--- config.mk ---
export PLATFORM = sky130hd
export DESIGN_NAME = ufifo_flex
export DESIGN_NICKNAME = d
export VERILOG_FILES = /design/src/rtl/ufifo_flex.sv
export SDC_FILE = /design/constraint.sdc
export NUM_CORES = 1
export LEC_CHECK = 0
export ABC_AREA = 1
export CORE_AREA = 2 2 63 89
export CTS_BUF_LIST = sky130_fd_sc_hd__clkbuf_8 sky130_fd_sc_hd__clkbuf_16
export CTS_CLUSTER_DIAMETER = 40
export DETAILED_ROUTE_END_ITERATION = 10
export DIE_AREA = 0 0 65 91
export PLACE_DENSITY = 0.66
export REMOVE_ABC_BUFFERS = 1
export SYNTH_ARGS = -nofsm -noshare
export SYNTH_HDL_FRONTEND = slang
export SYNTH_SLANG_ARGS = --single-unit
--- constraint.sdc ---
create_clock -name i_clk -period 2.2 [get_ports i_clk]
set_clock_uncertainty 0.1 [all_clocks]
set_input_delay 0.33 -clock i_clk [delete_from_list [all_inputs] [get_ports i_clk]]
set_output_delay 0.33 -clock i_clk [all_outputs]
set_load 0.02 [all_outputs]
--- src/rtl/ufifo_flex.sv ---
// Parametrised single-clock FIFO with selectable first-word-fall-through
// (FWFT=1) or registered-read (FWFT=0) output, all 2^AWIDTH entries usable.
// Ports:
//   i_clk, i_reset                 clock, synchronous active-high reset
//   i_wr, i_data                   write request and data
//   i_rd                           read request (FWFT=1: pop head, FWFT=0: fetch head)
//   o_data, o_valid                read data and its qualifier
//   i_af_thresh, i_ae_thresh       runtime almost-full / almost-empty thresholds
//   i_err_clr                      clears sticky overflow/underflow flags
//   o_fill, o_full, o_empty        stored entry count and its registered flags
//   o_almost_full, o_almost_empty  live compares of o_fill against the thresholds
//   o_overflow, o_underflow        sticky rejected-write / rejected-read flags
module ufifo_flex #(
    parameter int unsigned WIDTH  = 8,
    parameter int unsigned AWIDTH = 2,
    parameter int unsigned FWFT   = 1
) (
    input  logic              i_clk,
    input  logic              i_reset,
    input  logic              i_wr,
    input  logic [WIDTH-1:0]  i_data,
    input  logic              i_rd,
    output logic [WIDTH-1:0]  o_data,
    output logic              o_valid,
    input  logic [AWIDTH:0]   i_af_thresh,
    input  logic [AWIDTH:0]   i_ae_thresh,
    input  logic              i_err_clr,
    output logic [AWIDTH:0]   o_fill,
    output logic              o_full,
    output logic              o_empty,
    output logic              o_almost_full,
    output logic              o_almost_empty,
    output logic              o_overflow,
    output logic              o_underflow
);

    localparam int unsigned DEPTH = 1 << AWIDTH;
    localparam int unsigned PW    = AWIDTH + 1;

    logic [WIDTH-1:0] mem [DEPTH];
    logic [PW-1:0]    wr_ptr;
    logic [PW-1:0]    rd_ptr;
    logic [PW-1:0]    fill_next;
    logic             w_read;
    logic             w_write;

    // Reads never bypass a same-cycle write; writes to a full FIFO need a paired read.
    assign w_read  = i_rd && !o_empty;
    assign w_write = i_wr && (!o_full || w_read);

    // Next occupancy; simultaneous read and write leave it unchanged.
    always_comb begin
        fill_next = o_fill;
        if (w_write && !w_read) begin
            fill_next = o_fill + PW'(1);
        end else if (w_read && !w_write) begin
            fill_next = o_fill - PW'(1);
        end
    end

    // Pointers, occupancy and full/empty flags, all derived from fill_next.
    always_ff @(posedge i_clk) begin
        if (i_reset) begin
            wr_ptr  <= '0;
            rd_ptr  <= '0;
            o_fill  <= '0;
            o_full  <= 1'b0;
            o_empty <= 1'b1;
        end else begin
            if (w_write) begin
                wr_ptr <= wr_ptr + PW'(1);
            end
            if (w_read) begin
                rd_ptr <= rd_ptr + PW'(1);
            end
            o_fill  <= fill_next;
            o_full  <= (fill_next == PW'(DEPTH));
            o_empty <= (fill_next == '0);
        end
    end

    // Storage array; contents are not reset, pointers make them unreachable.
    always_ff @(posedge i_clk) begin
        if (w_write && !i_reset) begin
            mem[wr_ptr[AWIDTH-1:0]] <= i_data;
        end
    end

    // Sticky error flags; a new error in the clear cycle wins.
    always_ff @(posedge i_clk) begin
        if (i_reset) begin
            o_overflow  <= 1'b0;
            o_underflow <= 1'b0;
        end else begin
            if (i_wr && !w_write) begin
                o_overflow <= 1'b1;
            end else if (i_err_clr) begin
                o_overflow <= 1'b0;
            end
            if (i_rd && !w_read) begin
                o_underflow <= 1'b1;
            end else if (i_err_clr) begin
                o_underflow <= 1'b0;
            end
        end
    end

    // Thresholds are compared live; values above DEPTH naturally pin the flags.
    assign o_almost_full  = (o_fill >= i_af_thresh);
    assign o_almost_empty = (o_fill <= i_ae_thresh);

    generate
        if (FWFT != 0) begin : g_fwft
            // Head word is presented directly from the array.
            always_comb begin
                o_data  = mem[rd_ptr[AWIDTH-1:0]];
                o_valid = !o_empty;
            end
        end else begin : g_reg
            // Registered read: the array read sees the pre-write word on address collision.
            always_ff @(posedge i_clk) begin
                if (i_reset) begin
                    o_data  <= '0;
                    o_valid <= 1'b0;
                end else begin
                    o_valid <= w_read;
                    if (w_read) begin
                        o_data <= mem[rd_ptr[AWIDTH-1:0]];
                    end
                end
            end
        end
    endgenerate

endmodule

==> results of run 1 <==
-- worst max-delay path: stages --
cell,delay (ns)
clkdlybuf4s50_1,0.45
inv_1,0.04
ha_1,0.32
a21oi_1,0.12
o21ai_0,0.09
nand2_1,0.07
clkbuf_2,0.16
-- path summary, 6_finish.rpt --
| kind | start | endpoint | slack (ns) | cells past startpoint |
|---|---|---|---|---|
| setup reg to reg | o_fill[1] | o_empty | 0.67 | 9 |
| hold reg to reg | o_underflow | o_underflow | 0.36 | 2 |
| hold / removal | o_underflow | o_underflow | 0.36 | 2 |
| setup / recovery | i_ae_thresh[2] | o_almost_empty | 0.19 | 7 |
-- logic make-up after synthesis --
family	share of synthesized area
and+or+nand+nor	0.149
DFF	0.613
AOI/OAI and AO/OA	0.100
buffers and inverters	0.0578
adders and majority gates	0.0753
xor gates and xnor gates	0.00440
-- stage by stage --
stage	hold slack [ns]	instance area (µm²)	total power [W]
2_1_floorplan	0.299	1980	0.00146
3_5_place_dp	0.359	2520	0.00180
5_1_grt	0.394	2630	0.00248
4_1_cts	0.371	2620	0.00238
6_report	0.365	2630	0.00234
3_3_place_gp	0.354	2520	0.00179
-- cell usage in the layout (no fill, tap or decap), types with 2 or more instances in the layout --
master	instances
edfxtp_1	32
nor2_1	27
clkdlybuf4s50_1	26
inv_1	24
nand2_1	22
o21ai_0	19
ha_1	12
dfxtp_1	12
buf_4	12
o22ai_1	8
nand3_1	8
dlymetal6s2s_1	7
a21oi_1	6
clkbuf_8	5
inv_2	4
a21oi_2	2
nand3_2	2
nor2_2	2
clkbuf_2	2
-- routing by layer --
metal / GRT usage / vias up / share of wire
met1: 0.144 / 671 / 0.39
met2: 0.266 / 43 / 0.53
met5: 0 / - / 0
li1: - / 743 / -
met3: 0.0322 / 8 / 0.044
met4: 0.0780 / 0 / 0.029
-- power by group --
part           switching, W  total (W)  internal [W]
sequential        0.0000488    0.00102      0.000973
clock              0.000264   0.000598      0.000334
combinational      0.000410   0.000724      0.000313
total              0.000723    0.00234       0.00162
-- what timing repair did --
item | CTS | global route
resized for setup | 5 | 11
hold buffers | 0 | 0
setup endpoints to repair | 10 | 9
-- registers in the layout (all words and copies together), names as in the netlist, named ones only --
name         flops
mem             32
o_empty          1
o_fill           3
o_full           1
o_overflow       1
o_underflow      1
rd_ptr           2
wr_ptr           2
-- final cells by class --
type	count	area (µm²)
multi-input cells	114	657
inverters	28	105
fillers	467	2450
well taps	66	82.6
clock inverters	3	41.3
clock buffers	5	68.8
repair buffers	48	457
flip-flops and latches	45	1220
==> flow_metrics.tcl, run 1 <==
set metrics [dict create \
    first_pass_iters 4 \
    yosys-top-cells-count "32 x edfxtp_1, 27 x nor2_1, 25 x inv_1" \
    dp_cells 301 \
    endpoint_kind "output port" \
    yosysMostFrequentCell "edfxtp_1" \
    track_usage 0.144 \
    p_per_area_nw_per_um2 890 \
    grt-ovfl-total 0 \
    vias_per_cell 4.74 \
    required_ns 1.77 \
    yosys.area.top_type "edfxtp_1" \
    drc 0 \
    grt_max_degree 17 \
    rsz0062_at_grt "no" \
    hold_class "register to register" \
    syn_area_per_cell_um2 10.5 \
    final_cell_count_no_fill 309 \
    start_util 0.392 \
    dpl.hpwl_um 2730 \
    gp_congestion 0.834 \
    fmax_mhz 498 \
    coreArea_um2 5080 \
    worst_pin_slew_ns 0.227 \
    arrival_ns 1.58 \
    io_buffers 36 \
    die_h_um 91 \
    htreeDepth 2 \
    antenna_left 0 \
    final_nets 273 \
    finalSetupViolations 0 \
    ys_ff_latch 45 \
    cts_num_sinks 45 \
    status "finished clean" \
    synth_edf_count 32 \
    num_vias 1465 \
    crit_fanout 3 \
    clk_path_buf_depth 2 \
    cts_made_buffers 5 \
    slew_violations 0 \
    syn_to_final_growth_pct 32.1 \
    clock_latency_ns 0.29 \
    yosysUniqueCellTypes 21 \
    tns_ns 0 \
    antenna_found_initial 0 \
    synth_area_leaders "edfxtp_1 48%, dfxtp_1 13%, ha_1 7.5%" \
    seq_area_frac_synth 0.613 \
    fin_crit_ns 2.01 \
    synthFlopType "edfxtp_1" \
    yosys_warnings 0 \
    die_area_um2 5920 \
    pin_count 37 \
    syn_area_um2 1990 \
    post_drt_wl_per_cell_um 12.3 \
    grt_pass1_vias 1500 \
    startpoint_type "primary input" \
    rows 31 \
    grt_first_pass_wirelength_um 6510 \
    criticalPathCategory "primary input to output port" \
    pre_cts_ws_ns -0.249 \
    p_leak_nw 1.12 \
    synth_top_area_frac 0.482 \
    cts_tree "done" \
    cts-root-buf "clkbuf_8" \
    cap_violations 0 \
    wl_um 3790 \
    synthArstFlopShare 0 \
    period_share 0.913 \
    peakVddDrop_mv 0.415 \
    die_x_um 65 \
    drt_iter0_markers 45 \
    path_clk_slew_ns 0.08 \
    layout_setup_ws_ns 0.192 \
    drive_gt1_frac 0.144 \
    slew_headroom 0.848 \
    cts_setup_buffers 0 \
    antennaDiodeCount 0 \
    syn-instance-count 189 \
    final-hold-violation-count 0 \
    fin_util 0.518 \
]
Power figures use the tool's default switching activity.
==> inputs of run 2 (changes only) <==
CORE_AREA = 2 2 57 80   (was 2 2 63 89)
DIE_AREA = 0 0 59 82   (was 0 0 65 91)
PLACE_DENSITY = 0.79   (was 0.66)
==> run 2 against run 1 <==
Effect of this change: utilization is 11 points higher; maximum frequency is 5.7% lower; power is 0.21% lower; sequential power hardly changed; combinational power hardly changed.
==> flow_metrics.tcl, run 2 (synthesized netlist as in run 1, its figures left out) <==
set metrics [dict create \
    hold_buffers 0 \
    worst_pin_slew_ns 0.251 \
    syn_to_final_growth_pct 30.6 \
    criticalPathCategory "primary input to output port" \
    cts_num_sinks 45 \
    antennaDiodeCount 0 \
    cts-root-buf "clkbuf_8" \
    largest_reg_flops 32 \
    rows 28 \
    final_nets 272 \
    hold_slack_ns 0.363 \
    dpl.hpwl_um 2790 \
    final_common_cell "edfxtp_1" \
    fin_crit_ns 2.13 \
    cap_violations 0 \
    startpoint "i_af_thresh[2]" \
    grt_first_pass_wirelength_um 5990 \
    final-hold-violation-count 0 \
    crit_chain "clkdlybuf4s50_1, inv_1, ha_1, a21oi_1, o211ai_1, clkdlybuf4s15_1" \
    crit_fanout 3 \
    die_area_um2 4840 \
    pin_count 37 \
    reg2reg_from "o_empty" \
    antenna_found_initial 0 \
    layout_setup_ws_ns 0.0714 \
    coreArea_um2 4130 \
    grt_pass1_vias 1418 \
    p_per_area_nw_per_um2 899 \
    wl_um 3730 \
    cp_slowest_cell "clkdlybuf4s50_1" \
    rsz0062_at_grt "no" \
    track_usage 0.165 \
    die_h_um 82 \
    peakVddDrop_mv 0.575 \
    clock_latency_ns 0.29 \
    regToRegSetupSlack_ns 0.68 \
    clk_path_buf_depth 2 \
    status "finished clean" \
    htreeDepth 2 \
    path_clk_slew_ns 0.08 \
    first_pass_iters 4 \
    drc 0 \
    arrival_ns 1.70 \
    gp_congestion 0.766 \
    final_cell_mix "32 x edfxtp_1, 27 x nor2_1, 26 x clkdlybuf4s50_1" \
    post_drt_wl_per_cell_um 13.0 \
    io_buffers 36 \
    slew_violations 0 \
    grt_max_degree 17 \
    start_util 0.482 \
    hold_start "o_underflow" \
    num_vias 1470 \
    grt-ovfl-total 0 \
    antenna_left 0 \
    fmax_mhz 470 \
    period_share 0.968 \
    drt_iter0_markers 51 \
    cts_made_buffers 5 \
    pre_cts_ws_ns -0.255 \
    drive_gt1_frac 0.136 \
    vias_per_cell 5.12 \
    startpoint_type "primary input" \
    slew_headroom 0.832 \
    die_x_um 59 \
    crit_path_max_incr_delay_ns 0.46 \
    cts_tree "done" \
    hold_class "register to register" \
    finalSetupViolations 0 \
    endpoint_kind "output port" \
    p_leak_nw 1.12 \
    total_power_w 0.00234 \
    required_ns 1.77 \
]
[run 2: cell types whose count changed in the layout (fill, tap and decap cells not counted)]
cell	delta
clkinv_1	-1
buf_4	-1
clkbuf_2	-1
clkdlybuf4s15_1	+1
clkinv_2	+1
inv_1	+1
clkinvlp_4	-1
[run 2: area by class of cell]
| cell class | instances | area, µm² |
|---|---|---|
| Fill cell | 342 | 1530 |
| Sequential cell | 45 | 1220 |
| Multi-Input combinational cell | 114 | 657 |
| Timing Repair Buffer | 47 | 454 |
| Inverter | 28 | 105 |
| Clock buffer | 5 | 68.8 |
| Tap cell | 45 | 56.3 |
| Clock inverter | 3 | 38.8 |
[run 2: stage by stage]
step	setup TNS [ns]	utilization	cells	area [µm²]
CTS	0	0.626	287	2590
global placement	-0.397	0.600	279	2480
global route	0	0.630	287	2600
detailed placement	-0.477	0.600	279	2480
floorplan	0	-	187	1980
finish	0	0.630	287	2600
[run 2: where the power goes]
group          total [W]  internal [W]  switching [W]
registers        0.00102      0.000974      0.0000469
clock network   0.000592      0.000332       0.000260
logic           0.000727      0.000312       0.000414
total            0.00234       0.00162       0.000721
[run 2: path summary, 6_finish.rpt]
check	endpoint	cells past startpoint
max reg2reg	mem[0][4]	6
min reg2reg	o_underflow	2
min	o_underflow	2
max	o_almost_full	6
[run 2: worst max-delay path, delay by kind of cell]
family,cells,cell delay [ns]
buf+inv,3,0.80
fa+ha+maj,1,0.32
compound gates,2,0.25
[run 2: repair_timing]
action	4_1_cts	5_1_grt
pin swaps	0	0
gates resized for setup	5	10
setup buffers	0	0
hold endpoints to repair	0	0
endpoints found under the setup margin	10	9
[run 2: metal layers]
metal / vias up / routed length [µm] / global-route usage
met2: 39 / 2060 / 0.334
li1: 747 / - / -
met1: 679 / 1470 / 0.158
met3: 5 / 171 / 0.0362
met4: 0 / 34 / 0.0523
met5: - / 0 / 0
==> inputs of run 3 (changes only) <==
CELL_PAD_IN_SITES_DETAIL_PLACEMENT = 1   (was not set)
CELL_PAD_IN_SITES_GLOBAL_PLACEMENT = 1   (was not set)
CORE_AREA = 2 2 63 89   (was 2 2 57 80)
DIE_AREA = 0 0 65 91   (was 0 0 59 82)
PLACE_DENSITY = 0.81   (was 0.79)
==> run 3 against run 2 <==
Effect of this change: hold slack better by 0.0018 ns; first-iteration DRC count up 29%; register-to-register slack got worse by 0.11 ns; cell count increased by 8.4%; critical endpoint unchanged; largest power group unchanged; non-clock buffer count grew 3; maximum frequency is 5.8% higher; clock power hardly changed.
==> flow_metrics.tcl, run 3 (synthesized netlist as in run 1, its figures left out) <==
set metrics [dict create \
    track_usage 0.168 \
    slew_violations 0 \
    vias_per_cell 4.86 \
    status "finished clean" \
    crit_fanout 3 \
    finalSetupViolations 0 \
    final_cell_mix "32 x edfxtp_1, 27 x nor2_1, 26 x clkdlybuf4s50_1" \
    crit_chain "clkdlybuf4s50_1, inv_1, ha_1, a21oi_1, o211ai_1, clkbuf_2" \
    cts-root-buf "clkbuf_8" \
    antenna_found_initial 0 \
    drive_gt1_frac 0.151 \
    clk_path_buf_depth 2 \
    criticalPathCategory "primary input to output port" \
    fin_crit_ns 2.01 \
    die_area_um2 5920 \
    cts_made_buffers 5 \
    arrival_ns 1.58 \
    p_int_w 0.00161 \
    cts_num_sinks 45 \
    p_leak_nw 1.11 \
    p_comb_frac 0.312 \
    wl_um 4440 \
    required_ns 1.77 \
    syn_to_final_growth_pct 32.2 \
    io_buffers 36 \
    p_per_area_nw_per_um2 891 \
    peakVddDrop_mv 0.415 \
    cp_slowest_cell "clkdlybuf4s50_1" \
    path_clk_slew_ns 0.08 \
    dpl.hpwl_um 3400 \
    rows 31 \
    worst_pin_slew_ns 0.237 \
    final-hold-violation-count 0 \
    drt_iter0_markers 66 \
    final_nets 275 \
    drc 0 \
    crit_path_max_incr_delay_ns 0.46 \
    largest_reg_flops 32 \
    sequentialPowerShare 0.436 \
    slew_headroom 0.840 \
    hold_slack_ns 0.364 \
    die_x_um 65 \
    startpoint_type "primary input" \
    num_vias 1511 \
    coreArea_um2 5080 \
    final_common_cell "edfxtp_1" \
    p_sw_w 0.000735 \
    grt_pass1_vias 1706 \
    antenna_left 0 \
    hold_class "register to register" \
    start_util 0.392 \
    rsz0062_at_grt "no" \
    pin_count 37 \
    gp_congestion 0.784 \
    post_drt_wl_per_cell_um 14.3 \
    grt-ovfl-total 0 \
    antennaDiodeCount 0 \
    period_share 0.914 \
    htreeDepth 2 \
    first_pass_iters 4 \
    fmax_mhz 497 \
    p_sw_frac 0.313 \
    die_h_um 91 \
    grt_max_degree 17 \
    cap_violations 0 \
    tns_ns 0 \
    clock_latency_ns 0.29 \
    endpoint_kind "output port" \
    hold_buffers 0 \
    clkPwrFrac 0.252 \
    grt_first_pass_wirelength_um 7590 \
    total_power_w 0.00235 \
    cts_tree "done" \
]
-- run 3: cell count changes in the layout (fill, tap and decap cells not counted) --
cell             before  now
buf_4                11   14
clkbuf_2              1    2
clkdlybuf4s15_1       1    0
dlygate4sd2_1         1    4
dlymetal6s2s_1        7    4
-- run 3: path summary, 6_finish.rpt --
path	slack, ns	cells past startpoint	from	to
setup / recovery	0.19	6	i_af_thresh[2]	o_almost_full
hold / removal	0.36	2	o_underflow	o_underflow
setup reg to reg	0.57	6	o_empty	mem[0][7]
hold reg to reg	0.36	2	o_underflow	o_underflow
-- run 3: layout make-up --
| class | instances | area (µm²) |
|---|---|---|
| tap | 66 | 82.6 |
| sequential | 45 | 1220 |
| timing repair buffer | 50 | 460 |
| inverter | 28 | 105 |
| multi-input combinational | 114 | 657 |
| fill | 572 | 2450 |
| clock buffer | 5 | 68.8 |
| clock inverter | 3 | 38.8 |
-- run 3: worst max-delay path, delay by kind of cell --
kind                       cells  cell delay (ns)
buffers and inverters          3             0.67
adders and majority gates      1             0.31
AOI/OAI and AO/OA              2             0.26
-- run 3: metal layers --
metal | GRT usage | up-vias | wire length, µm | share of wire
li1 | - | 747 | - | -
met1 | 0.171 | 718 | 1660 | 0.37
met2 | 0.325 | 38 | 2530 | 0.57
met3 | 0.0273 | 8 | 151 | 0.034
met4 | 0.0691 | 0 | 87 | 0.020
met5 | 0 | - | 0 | 0
-- run 3: stage by stage --
step	utilization	std cells	cell area [µm²]	worst slack, ns
global placement	0.498	303	2530	-0.221
floorplan	-	187	1980	0.395
finish	0.519	311	2640	0.189
detailed placement	0.498	303	2530	-0.241
global route	0.519	311	2640	0.101
CTS	0.518	311	2630	0.00271
-- run 3: what timing repair did --
action                                  in CTS  in global routing
buffers inserted                             0                  0
gates cloned                                 0                  0
gates resized for setup                      8                  8
endpoints found under the setup margin      10                  6
-- run 3: power by group through the flow --
stage                     Clock (W)  Sequential [W]  Combinational [W]
final                      0.000592         0.00102           0.000733
after global routing       0.000647         0.00103           0.000821
after CTS                  0.000612         0.00103           0.000754
after detailed placement          0         0.00105           0.000775
after global placement            0         0.00104           0.000749
after floorplan                   0         0.00108           0.000380
